[src/rtl/axi4_lite_master_bridge.sv]
// Single-outstanding AXI4-Lite master: turns one valid/ready command into AW/W/B or AR/R
// traffic and reports completion with a one-cycle rsp_valid pulse.
module axi4_lite_master_bridge #(
    parameter int ADDR_WIDTH = 32
) (
    input  logic                  clk,
    input  logic                  M_AXI_ARESETN,
    input  logic                  cmd_valid,
    output logic                  cmd_ready,
    input  logic                  cmd_write,
    input  logic [ADDR_WIDTH-1:0] cmd_addr,
    input  logic [31:0]           cmd_wdata,
    input  logic [3:0]            cmd_wstrb,
    output logic                  rsp_valid,
    output logic [31:0]           rsp_rdata,
    output logic [1:0]            rsp_resp,
    output logic [ADDR_WIDTH-1:0] M_AXI_AWADDR,
    output logic                  M_AXI_AWVALID,
    input  logic                  M_AXI_AWREADY,
    output logic [31:0]           M_AXI_WDATA,
    output logic [3:0]            M_AXI_WSTRB,
    output logic                  M_AXI_WVALID,
    input  logic                  M_AXI_WREADY,
    input  logic [1:0]            M_AXI_BRESP,
    input  logic                  M_AXI_BVALID,
    output logic                  M_AXI_BREADY,
    output logic [ADDR_WIDTH-1:0] M_AXI_ARADDR,
    output logic                  M_AXI_ARVALID,
    input  logic                  M_AXI_ARREADY,
    input  logic [31:0]           M_AXI_RDATA,
    input  logic [1:0]            M_AXI_RRESP,
    input  logic                  M_AXI_RVALID,
    output logic                  M_AXI_RREADY
);

    typedef enum logic [2:0] {
        IDLE,
        WRITE,
        WAIT_B,
        READ,
        WAIT_R
    } state_t;

    state_t                state;
    logic [ADDR_WIDTH-1:0] addr;

    // One latched address serves both channels; only one transaction is ever in flight.
    assign M_AXI_AWADDR = addr;
    assign M_AXI_ARADDR = addr;

    always_ff @(posedge clk or negedge M_AXI_ARESETN) begin
        if (!M_AXI_ARESETN) begin
            state         <= IDLE;
            cmd_ready     <= 1'b0;
            rsp_valid     <= 1'b0;
            rsp_rdata     <= '0;
            rsp_resp      <= '0;
            addr          <= '0;
            M_AXI_WDATA   <= '0;
            M_AXI_WSTRB   <= '0;
            M_AXI_AWVALID <= 1'b0;
            M_AXI_WVALID  <= 1'b0;
            M_AXI_BREADY  <= 1'b0;
            M_AXI_ARVALID <= 1'b0;
            M_AXI_RREADY  <= 1'b0;
        end else begin
            rsp_valid <= 1'b0;
            case (state)
                IDLE: begin
                    cmd_ready <= 1'b1;
                    if (cmd_valid && cmd_ready) begin
                        addr        <= cmd_addr;
                        M_AXI_WDATA <= cmd_wdata;
                        M_AXI_WSTRB <= cmd_wstrb;
                        // Misaligned commands are answered locally without touching the bus.
                        if (cmd_addr[1:0] != 2'b00) begin
                            rsp_valid <= 1'b1;
                            rsp_resp  <= 2'b10;
                            rsp_rdata <= '0;
                        end else if (cmd_write) begin
                            cmd_ready     <= 1'b0;
                            M_AXI_AWVALID <= 1'b1;
                            M_AXI_WVALID  <= 1'b1;
                            state         <= WRITE;
                        end else begin
                            cmd_ready     <= 1'b0;
                            M_AXI_ARVALID <= 1'b1;
                            state         <= READ;
                        end
                    end
                end
                WRITE: begin
                    if (M_AXI_AWVALID && M_AXI_AWREADY) M_AXI_AWVALID <= 1'b0;
                    if (M_AXI_WVALID && M_AXI_WREADY)   M_AXI_WVALID  <= 1'b0;
                    if ((!M_AXI_AWVALID || M_AXI_AWREADY) && (!M_AXI_WVALID || M_AXI_WREADY)) begin
                        M_AXI_BREADY <= 1'b1;
                        state        <= WAIT_B;
                    end
                end
                WAIT_B: begin
                    if (M_AXI_BVALID) begin
                        M_AXI_BREADY <= 1'b0;
                        rsp_valid    <= 1'b1;
                        rsp_resp     <= M_AXI_BRESP;
                        rsp_rdata    <= '0;
                        cmd_ready    <= 1'b1;
                        state        <= IDLE;
                    end
                end
                READ: begin
                    if (M_AXI_ARREADY) begin
                        M_AXI_ARVALID <= 1'b0;
                        M_AXI_RREADY  <= 1'b1;
                        state         <= WAIT_R;
                    end
                end
                WAIT_R: begin
                    if (M_AXI_RVALID) begin
                        M_AXI_RREADY <= 1'b0;
                        rsp_valid    <= 1'b1;
                        rsp_resp     <= M_AXI_RRESP;
                        rsp_rdata    <= M_AXI_RDATA;
                        cmd_ready    <= 1'b1;
                        state        <= IDLE;
                    end
                end
                default: state <= IDLE;
            endcase
        end
    end

endmodule
[config.mk]
export PLATFORM = sky130hd
export DESIGN_NAME = axi4_lite_master_bridge
export DESIGN_NICKNAME = d
export VERILOG_FILES = /design/src/rtl/axi4_lite_master_bridge.sv
export SDC_FILE = /design/constraint.sdc
export NUM_CORES = 1
export LEC_CHECK = 0
export CAP_MARGIN = 25
export CORE_MARGIN = 8
export CORE_UTILIZATION = 35
export DETAILED_ROUTE_END_ITERATION = 10
export PLACE_DENSITY_LB_ADDON = 0.12
export SYNTH_ARGS = -nofsm -noshare
export SYNTH_HDL_FRONTEND = slang
export SYNTH_SLANG_ARGS = --single-unit
[constraint.sdc]
create_clock -name clk -period 1.86 [get_ports clk]
set_clock_uncertainty 0.15 [all_clocks]
set_input_delay 0.558 -clock clk [delete_from_list [all_inputs] [get_ports clk]]
set_output_delay 0.558 -clock clk [all_outputs]
set_load 0.02 [all_outputs]
==> reports/qor.txt <==
Fin crit share = 101%
Rows = 41
CP Buf/Inv Count = 2
Synth Net Count = 434
Layout cells sized above 1 = 22.5%
Inserted Clock Buffers = 9
Final setup fails = 2
Max stage delay on crit path = 0.42 ns
Vias in the first global route = 3,792
Slew headroom = 74.4%
Longest Clk Path Bufs = 2
Initial Util = 36.0%
Leak = 3.57 nW
Largest net degree at the start of global routing = 33
Final worst slack = -0.0125 ns
Met1 usage = 18.8%
Total GRT Usage = 16.5%
Synth-to-layout area growth = 65.0%
Gr ovfl total = 0
Fillers = 1,096
CTS tree = done
Busiest grt layer = met2
# port buffers = 253
1st-pass router iterations = 4
Hold path depth = 2
Core area = 12,700 µm²
Root buffer cell = clkbuf_16
Post-synth EDFFs = 0
GR Util met3 = 6.85%
Drt via density = 4.71
Critical path, cell by cell = clkdlybuf4s50_1 > or2_4 > a211oi_4 > buf_12 > mux2_4
Share of the synthesized area in the top cell type = 61.4%
Worst path top cell family by delay = buffers and inverters
Synthesized cell area = 4560 µm²
Ys async rst share = 100%
Slew Limit Fails = 0
VDD IR max = 0.747 mV
Clk slew on worst S/H paths = 0.07 ns
Yosys reg bits = 112
# nets final = 678
IO Pins = 254
Synth top cells by count = dfrtp_1, mux2_2, buf_4
Pre-CTS setup slack = -0.680 ns
Power Dens Cells = 1620 nW/µm²
Critical Path RT = 1.95 ns
Syn_area_per_cell = 14.2 µm²
Worst Max-Slew Pin Slew = 0.384 ns
Die W = 130 µm
Average wire per standard cell = 19.3 µm
Crit. End Element = register
Worst setup SP type = input port
Status = complete, but fails checks
Number of DRC markers in iteration 0 = 140
Area leader, netlist = dfrtp_1
First-pass GRT wire length = 21,500 µm
Critical path type = in -> reg
DR vias = 3,493
HPWL Detailed = 10,700 µm
Hold Path Class = in -> reg
Fin Setup TNS = -0.0248 ns
WP data arrival = 1.96 ns
Instance count on the critical path = 5
Top_reg_cell synth = dfrtp_1
Post-synthesis sequential area ratio = 61.4%
Antenna-violating nets left = 0
N_diodes = 0
Tmin final = 1.87 ns
Die area = 17,000 µm²
Total routed wirelength = 14,300 µm
CP max-delay cell = clkdlybuf4s50_1
Later-pin clock latency in the skew report = 0.35 ns
Mapped Cells = 321
Worst Reg-to-Reg Cells = 4
Maximum clock frequency = 534 MHz
Max-Cap Viols = 0
RSZ-0062 raised after global routing = yes
Synth top area cells = dfrtp_1, mux2_2, a22o_1, buf_4, mux2_1
Count of clock tree sinks = 112
Initial antenna violation count = 0
DRC violations left = 0
Failing checks = setup timing
Hold Fails Final Rpt = 0
Depth of the CTS H-tree = 3
Warnings from Yosys = 0
Gpl congestion = 0.791
Synth unique cells = 32
Die height = 130 µm
Critical-path maximum fanout = 5
Cell with the most instances after synthesis = dfrtp_1
GR Util met2 = 27.4%
final timing paths:
path,start,end,slack (ns)
worst max-delay path,cmd_addr[1],rsp_resp[0]$_DFFE_PN0P_,-0.01
worst min-delay path,cmd_addr[0],M_AXI_ARADDR[0]$_DFFE_PN0P_,0.34
worst max register to register,state[2]$_DFFE_PN0P_,M_AXI_WDATA[12]$_DFFE_PN0P_,0.02
worst min register to register,rsp_rdata[25]$_DFFE_PN0P_,rsp_rdata[25]$_DFFE_PN0P_,0.34
max in group asynchronous,M_AXI_ARESETN,state[1]$_DFFE_PN0P_,0.50
min in group asynchronous,M_AXI_ARESETN,rsp_rdata[22]$_DFFE_PN0P_,0.52
power breakdown:
part           internal, mW  leakage, nW  switching [mW]
registers              3.41         1.38           0.588
logic                  2.97         2.06            3.35
clock network         0.951        0.135           0.886
total                  7.34         3.57            4.83
layer usage:
metal  routed length (µm)  vias up  share of wire [%]
li1                     -     1604                  -
met1                 5290     1724                 37
met2                 7060      149                 49
met3                 1750       16                 12
met4                  192        0                1.3
met5                    0        -                  0
state kept, by name (all words and copies together) (netlist names):
| register | cells |
|---|---|
| M_AXI_WSTRB | 4 |
| state | 3 |
| M_AXI_WDATA | 32 |
| rsp_resp | 2 |
| M_AXI_ARVALID | 1 |
| M_AXI_RREADY | 1 |
| M_AXI_WVALID | 1 |
| cmd_ready | 1 |
| M_AXI_AWVALID | 1 |
| M_AXI_BREADY | 1 |
| rsp_rdata | 32 |
| M_AXI_ARADDR | 32 |
| rsp_valid | 1 |
what timing repair did:
item                       CTS  global route
cloned                       2             1
setup endpoints to repair  247            87
hold buffers                 1             0
buffers inserted             5             2
hold endpoints to repair    21             0
pin swaps                    2             4
gates resized for setup    150            19
area by class of cell:
type | instances | area (µm²) | share of cell area (%)
flip-flops and latches | 112 | 2810 | 37.3
multi-input cells | 153 | 1490 | 19.7
inverters | 4 | 15.0 | 0.199
repair buffers | 285 | 2730 | 36.2
clock inverters | 6 | 42.5 | 0.565
clock buffers | 10 | 239 | 3.17
well taps | 172 | 215 | 2.86
stage by stage:
step                utilization [%]  hold slack (ns)  instance area, µm²  instances  power [mW]
floorplan                         -            0.112                4640        321        8.03
global placement               57.1            0.331                7240        717        11.0
detailed placement             57.1            0.331                7240        717        11.1
CTS                            58.9            0.351                7460        740        12.2
global route                   59.4            0.352                7530        742        12.9
finish                         59.4            0.344                7530        742        12.2
placed cells by master (no fill, tap or decap), types with 5 or more instances in the layout:
cell	netlist	layout
a21oi_1	6	6
a22o_1	32	32
buf_12	0	5
buf_4	36	20
clkbuf_16	0	10
clkdlybuf4s50_1	0	108
dfrtp_1	112	109
dlygate4sd2_1	0	138
mux2_1	20	8
mux2_2	50	48
mux2_4	0	14
nand2_1	7	6
nor2_1	7	5
nor3_1	5	5
o21ai_0	8	8
kinds of logic (layout without fill, tap and decap cells):
kind of cell,count (synthesis),count (layout),share of synthesized area (%)
flip-flops,112,112,61.4
multiplexers,70,70,17.3
AND/OR/NAND/NOR,30,30,3.89
buffers and inverters,56,305,8.25
AO/OA/AOI/OAI,53,53,9.18
Note: power is estimated with default switching activity, not from simulation.
